`config.mk`:
```
export PLATFORM = sky130hd
export DESIGN_NAME = serial_data_compare_flat
export DESIGN_NICKNAME = d
export VERILOG_FILES = /design/src/rtl/serial_data_compare_if.sv /design/src/rtl/serial_data_compare.sv /design/src/flat_wrapper.sv
export SDC_FILE = /design/constraint.sdc
export NUM_CORES = 1
export LEC_CHECK = 0
export ABC_AREA = 1
export CORE_MARGIN = 5
export CORE_UTILIZATION = 40
export CTS_CLUSTER_SIZE = 40
export DETAILED_ROUTE_END_ITERATION = 7
export PLACE_DENSITY = 0.65
export SLEW_MARGIN = 0
export SYNTH_ARGS = -nofsm -noshare
export SYNTH_HDL_FRONTEND = slang
export SYNTH_SLANG_ARGS = --single-unit
```
`constraint.sdc`:
```
create_clock -name iClk -period 2.1 [get_ports iClk]
set_clock_uncertainty 0.05 [all_clocks]
set_input_delay 0.315 -clock iClk [delete_from_list [all_inputs] [get_ports iClk]]
set_output_delay 0.315 -clock iClk [all_outputs]
set_load 0.03 [all_outputs]
```
`src/rtl/serial_data_compare_if.sv`:
```
// Operand/result handshake bundle for serial_data_compare.
// The slave side is the comparator; the master side is the producer/consumer pair.
interface serial_data_compare_if #(
   parameter int unsigned WIDTH = 8,
   parameter int unsigned DIGIT = 4
);
   localparam int unsigned CntW = $clog2(WIDTH / DIGIT + 1);

   logic             iValid;
   logic             oReady;
   logic [WIDTH-1:0] iData_a;
   logic [WIDTH-1:0] iData_b;
   logic             iSigned;
   logic             oValid;
   logic             iReady;
   logic [2:0]       oData;
   logic [CntW-1:0]  oDigits;

   modport slave (
      input  iValid, iData_a, iData_b, iSigned, iReady,
      output oReady, oValid, oData, oDigits
   );

   modport master (
      output iValid, iData_a, iData_b, iSigned, iReady,
      input  oReady, oValid, oData, oDigits
   );
endinterface

```
`src/rtl/serial_data_compare.sv`:
```
// Digit-serial magnitude comparator: scans DIGIT bits per cycle from the MSB and
// stops at the first differing digit; signed compare via sign-bit inversion.
module serial_data_compare #(
   parameter int unsigned WIDTH = 8,
   parameter int unsigned DIGIT = 4
) (
   input logic                  iClk,
   input logic                  iRst_n,
   serial_data_compare_if.slave bus_io
);
   localparam int unsigned N    = WIDTH / DIGIT;
   localparam int unsigned CntW = $clog2(N + 1);

   typedef enum logic [1:0] {StIdle, StCmp, StDone} state_e;

   state_e           state_q, state_d;
   logic [WIDTH-1:0] a_q, a_d, b_q, b_d;
   logic [CntW-1:0]  cnt_q, cnt_d;
   logic [CntW-1:0]  digits_q, digits_d;
   logic [2:0]       data_q, data_d;
   logic [DIGIT-1:0] a_dig, b_dig;
   logic [WIDTH-1:0] sign_flip;

   // Flipping the sign bit of both operands maps two's-complement order onto unsigned order.
   assign sign_flip = WIDTH'(bus_io.iSigned) << (WIDTH - 1);

   // Operands shift left as digits match, so the digit under test is always the top one.
   assign a_dig = a_q[WIDTH-1 -: DIGIT];
   assign b_dig = b_q[WIDTH-1 -: DIGIT];

   always_comb begin
      state_d  = state_q;
      a_d      = a_q;
      b_d      = b_q;
      cnt_d    = cnt_q;
      digits_d = digits_q;
      data_d   = data_q;
      unique case (state_q)
         StIdle: begin
            if (bus_io.iValid) begin
               a_d     = bus_io.iData_a ^ sign_flip;
               b_d     = bus_io.iData_b ^ sign_flip;
               cnt_d   = '0;
               state_d = StCmp;
            end
         end
         StCmp: begin
            cnt_d = cnt_q + 1'b1;
            if (a_dig > b_dig) begin
               data_d   = 3'b100;
               digits_d = cnt_d;
               state_d  = StDone;
            end else if (a_dig < b_dig) begin
               data_d   = 3'b001;
               digits_d = cnt_d;
               state_d  = StDone;
            end else if (cnt_q == CntW'(N - 1)) begin
               data_d   = 3'b010;
               digits_d = cnt_d;
               state_d  = StDone;
            end else begin
               a_d = a_q << DIGIT;
               b_d = b_q << DIGIT;
            end
         end
         StDone: begin
            if (bus_io.iReady) begin
               state_d = StIdle;
            end
         end
         default: state_d = StIdle;
      endcase
   end

   always_ff @(posedge iClk) begin
      if (!iRst_n) begin
         state_q  <= StIdle;
         a_q      <= '0;
         b_q      <= '0;
         cnt_q    <= '0;
         digits_q <= '0;
         data_q   <= 3'b000;
      end else begin
         state_q  <= state_d;
         a_q      <= a_d;
         b_q      <= b_d;
         cnt_q    <= cnt_d;
         digits_q <= digits_d;
         data_q   <= data_d;
      end
   end

   assign bus_io.oReady  = (state_q == StIdle);
   assign bus_io.oValid  = (state_q == StDone);
   assign bus_io.oData   = data_q;
   assign bus_io.oDigits = digits_q;
endmodule

```
`src/flat_wrapper.sv`:
```
// flat-port wrapper written by rule: the top's interface ports become plain ports
module serial_data_compare_flat 
#(
   parameter int unsigned WIDTH = 8,
   parameter int unsigned DIGIT = 4
)
  (iClk, iRst_n, bus_io_iValid, bus_io_iData_a, bus_io_iData_b, bus_io_iSigned, bus_io_iReady, bus_io_oReady, bus_io_oValid, bus_io_oData, bus_io_oDigits);
  serial_data_compare_if #(.WIDTH(WIDTH), .DIGIT(DIGIT)) bus_io_i ();
  input logic iClk;
  input logic iRst_n;
  input wire logic [$bits(bus_io_i.iValid)-1:0] bus_io_iValid;
  input wire logic [$bits(bus_io_i.iData_a)-1:0] bus_io_iData_a;
  input wire logic [$bits(bus_io_i.iData_b)-1:0] bus_io_iData_b;
  input wire logic [$bits(bus_io_i.iSigned)-1:0] bus_io_iSigned;
  input wire logic [$bits(bus_io_i.iReady)-1:0] bus_io_iReady;
  output wire logic [$bits(bus_io_i.oReady)-1:0] bus_io_oReady;
  output wire logic [$bits(bus_io_i.oValid)-1:0] bus_io_oValid;
  output wire logic [$bits(bus_io_i.oData)-1:0] bus_io_oData;
  output wire logic [$bits(bus_io_i.oDigits)-1:0] bus_io_oDigits;
  assign bus_io_i.iValid = bus_io_iValid;
  assign bus_io_i.iData_a = bus_io_iData_a;
  assign bus_io_i.iData_b = bus_io_iData_b;
  assign bus_io_i.iSigned = bus_io_iSigned;
  assign bus_io_i.iReady = bus_io_iReady;
  assign bus_io_oReady = bus_io_i.oReady;
  assign bus_io_oValid = bus_io_i.oValid;
  assign bus_io_oData = bus_io_i.oData;
  assign bus_io_oDigits = bus_io_i.oDigits;
  serial_data_compare #(.WIDTH(WIDTH), .DIGIT(DIGIT)) u_core (.iClk(iClk), .iRst_n(iRst_n), .bus_io(bus_io_i));
endmodule
```
==> metrics.txt <==
Rel. slew slack 0.680; synthesized instance count 177; worst-skew pair later-pin latency 0.31 ns; Worst VDD drop 0.000298 V; die height 66.9 um; Yosys cell types 23; final core utilization 0.518; Avg Vias per Cell 4.60; final worst slack 0.128 ns; Final nets 229; delay-heaviest family, CP buffers and inverters; # rows 20; CTS tree built; Detail Route Antenna Nets 0; max_cap viols 0; Pleak 0.687 nW; # setup viols final 0; syn avg cell area 7.32 um2; hold slack 0.423 ns; status finished, final reports clean; max-slew violation count 0; #FFs+latches synth 25; Syn Nets 203; final worst path period need 1.97 ns; Crit-path slowest cell clkdlybuf4s50_1; area grow syn2layout 23.1%; CP max stage delay 0.70 ns; Num CTS Buffers 3; initial antenna violation count 0; initial core utilization 0.421; Post-DP HPWL 2120 um; Die Wd 66.9 um; fmax 0.507 GHz; Yosys warning count 0; Root Driver clkbuf_4; clk buf depth 2; Finished Layout Cells 246; Post-CTS Setup Repair Bufs 0; post-route DRC violation count 0; WL final 2850 um; Max FO, Critical Path 2; WL/cell 11.6 um; total power draw 1.17 mW; CORE AREA 3080 um2; hold_buf cts 0; clk slew on worst S/H paths 0.14 ns; CP required 1.74 ns; CP arrival 1.61 ns; Worst setup EP type output pin; Hold Violations, Final 0; Worst Path Buf+Inv 2; GR Util met2 0.251; post-cts resize count 0; GR Util All Layers 0.145; TNS Setup 0 ns; crit path kind flop to output pin; worst-margin pin slew 0.480 ns; Reg2Reg Depth 7; IO Count 28; fin crit share 0.939; worst hold path type flop to flop; die area 4480 um2; GR Util met1 0.181; initial DRC count 54; antenna cell count 0; crit-path cells inv_2, nor2_1, clkdlybuf4s50_1; TritonCTS Sinks 25; DP Area 1570 um2; 1st-pass router iterations 4; largest net degree at the start of global routing 26; H-tree levels 1; R2R setup slack 0.34 ns; CP Depth 3; vias in the first global route 1191; Port Buffer Count 27; element type at the critical path start flop; GPL Wtd Cong 0.761; via count 1132; final instance area 1600 um2; Synth Cell Area 1300 um2; sequential share of the synthesized area 0.386; Power Dens Cells 732 nW/um2; DP Worst Slack 0.365 ns; hold path cells 2; global-route wire length before repair 5060 um; post-placement cell count 242; Most Used Layer, Global Route met2; met3 Use GR 0.0287; global route overflow 0; RSZ-0062 raised after global routing false; layout cells sized above 1 0.104
[logic make-up (layout without fill, tap and decap cells)]
logic type | Yosys count | count (layout) | share of synthesized area
buffers and inverters | 26 | 51 | 0.106
DFF | 25 | 25 | 0.386
AOI/OAI and AO/OA | 29 | 29 | 0.117
adders and majority gates | 5 | 5 | 0.0483
and+or+nand+nor | 90 | 90 | 0.329
xor gates and xnor gates | 2 | 2 | 0.0135
[layout by cell type (no fill, tap or decap)]
| cell type | n |
|---|---|
| nand2_1 | 48 |
| clkdlybuf4s50_1 | 27 |
| a21oi_1 | 25 |
| dfxtp_1 | 25 |
| nand3_1 | 17 |
| inv_1 | 15 |
| nor2_1 | 13 |
| ha_1 | 5 |
| nand2_2 | 4 |
| nand3_2 | 3 |
| clkbuf_4 | 3 |
| nor2_2 | 2 |
| inv_2 | 2 |
| xnor2_1 | 2 |
| o21ai_0 | 2 |
| buf_4 | 2 |
| nand2_4 | 1 |
| inv_4 | 1 |
| nor3_4 | 1 |
| nand3_4 | 1 |
| a21oi_2 | 1 |
| o211ai_1 | 1 |
| clkbuf_1 | 1 |
[final timing paths]
check | from | to
hold reg to reg | u_core.bus_io.oDigits[1] | u_core.bus_io.oDigits[1]
hold / removal | u_core.bus_io.oDigits[1] | u_core.bus_io.oDigits[1]
setup reg to reg | u_core.b_q[7] | u_core.b_q[7]
setup / recovery | u_core.state_q[1] | bus_io_oValid
[worst reg2reg max path, cell delays in order (launching register included)]
cell and delay (ns):
dfxtp_1 0.34, inv_1 0.06, ha_1 0.31, nand2_2 0.09
nor3_4 0.23, nand3_4 0.28, a21oi_1 0.25, nor2_1 0.06
[registers in the layout (all words and copies together) (netlist names)]
register / count
u_core.a_q: 8
u_core.bus_io.oData: 3
u_core.state_q: 2
u_core.b_q: 8
u_core.bus_io.oDigits: 2
u_core.cnt_q: 2
[Yosys cell counts]
| master | n | area share |
|---|---|---|
| buf_2 | 3 | 0.012 |
| nand2_4 | 1 | 0.0087 |
| nand2_1 | 48 | 0.14 |
| o211ai_1 | 1 | 0.0058 |
| a21oi_1 | 25 | 0.097 |
| nand3_2 | 3 | 0.023 |
| nor3_4 | 1 | 0.013 |
| o21ai_0 | 2 | 0.0077 |
| a21oi_2 | 1 | 0.0068 |
| clkbuf_1 | 1 | 0.0029 |
| inv_2 | 2 | 0.0058 |
| nor2_1 | 13 | 0.038 |
| buf_6 | 3 | 0.026 |
| nand3_1 | 17 | 0.066 |
| nand3_4 | 1 | 0.014 |
| ha_1 | 5 | 0.048 |
| xnor2_1 | 2 | 0.014 |
| nand2_2 | 4 | 0.019 |
| inv_1 | 15 | 0.043 |
| buf_8 | 1 | 0.012 |
| dfxtp_1 | 25 | 0.39 |
| nor2_2 | 2 | 0.0097 |
| inv_4 | 1 | 0.0048 |
[layout make-up]
class                   count  area (um2)
flip-flops and latches     25         500
multi-input cells         126         658
repair buffers             29         285
well taps                  44        55.1
inverters                  18        70.1
clock buffers               4        26.3
fillers                   296        1480
[per-layer routing]
metal | vias to the layer above | part of all wire
met5 | - | 0
met4 | 0 | 0.0053
met1 | 500 | 0.47
met2 | 16 | 0.49
li1 | 614 | -
met3 | 2 | 0.035
[power breakdown]
group | internal, mW | switching (mW)
registers | 0.523 | 0.0261
clock network | 0.0742 | 0.146
logic | 0.162 | 0.237
total | 0.759 | 0.409
No activity file was read; power rests on OpenSTA's default activity.
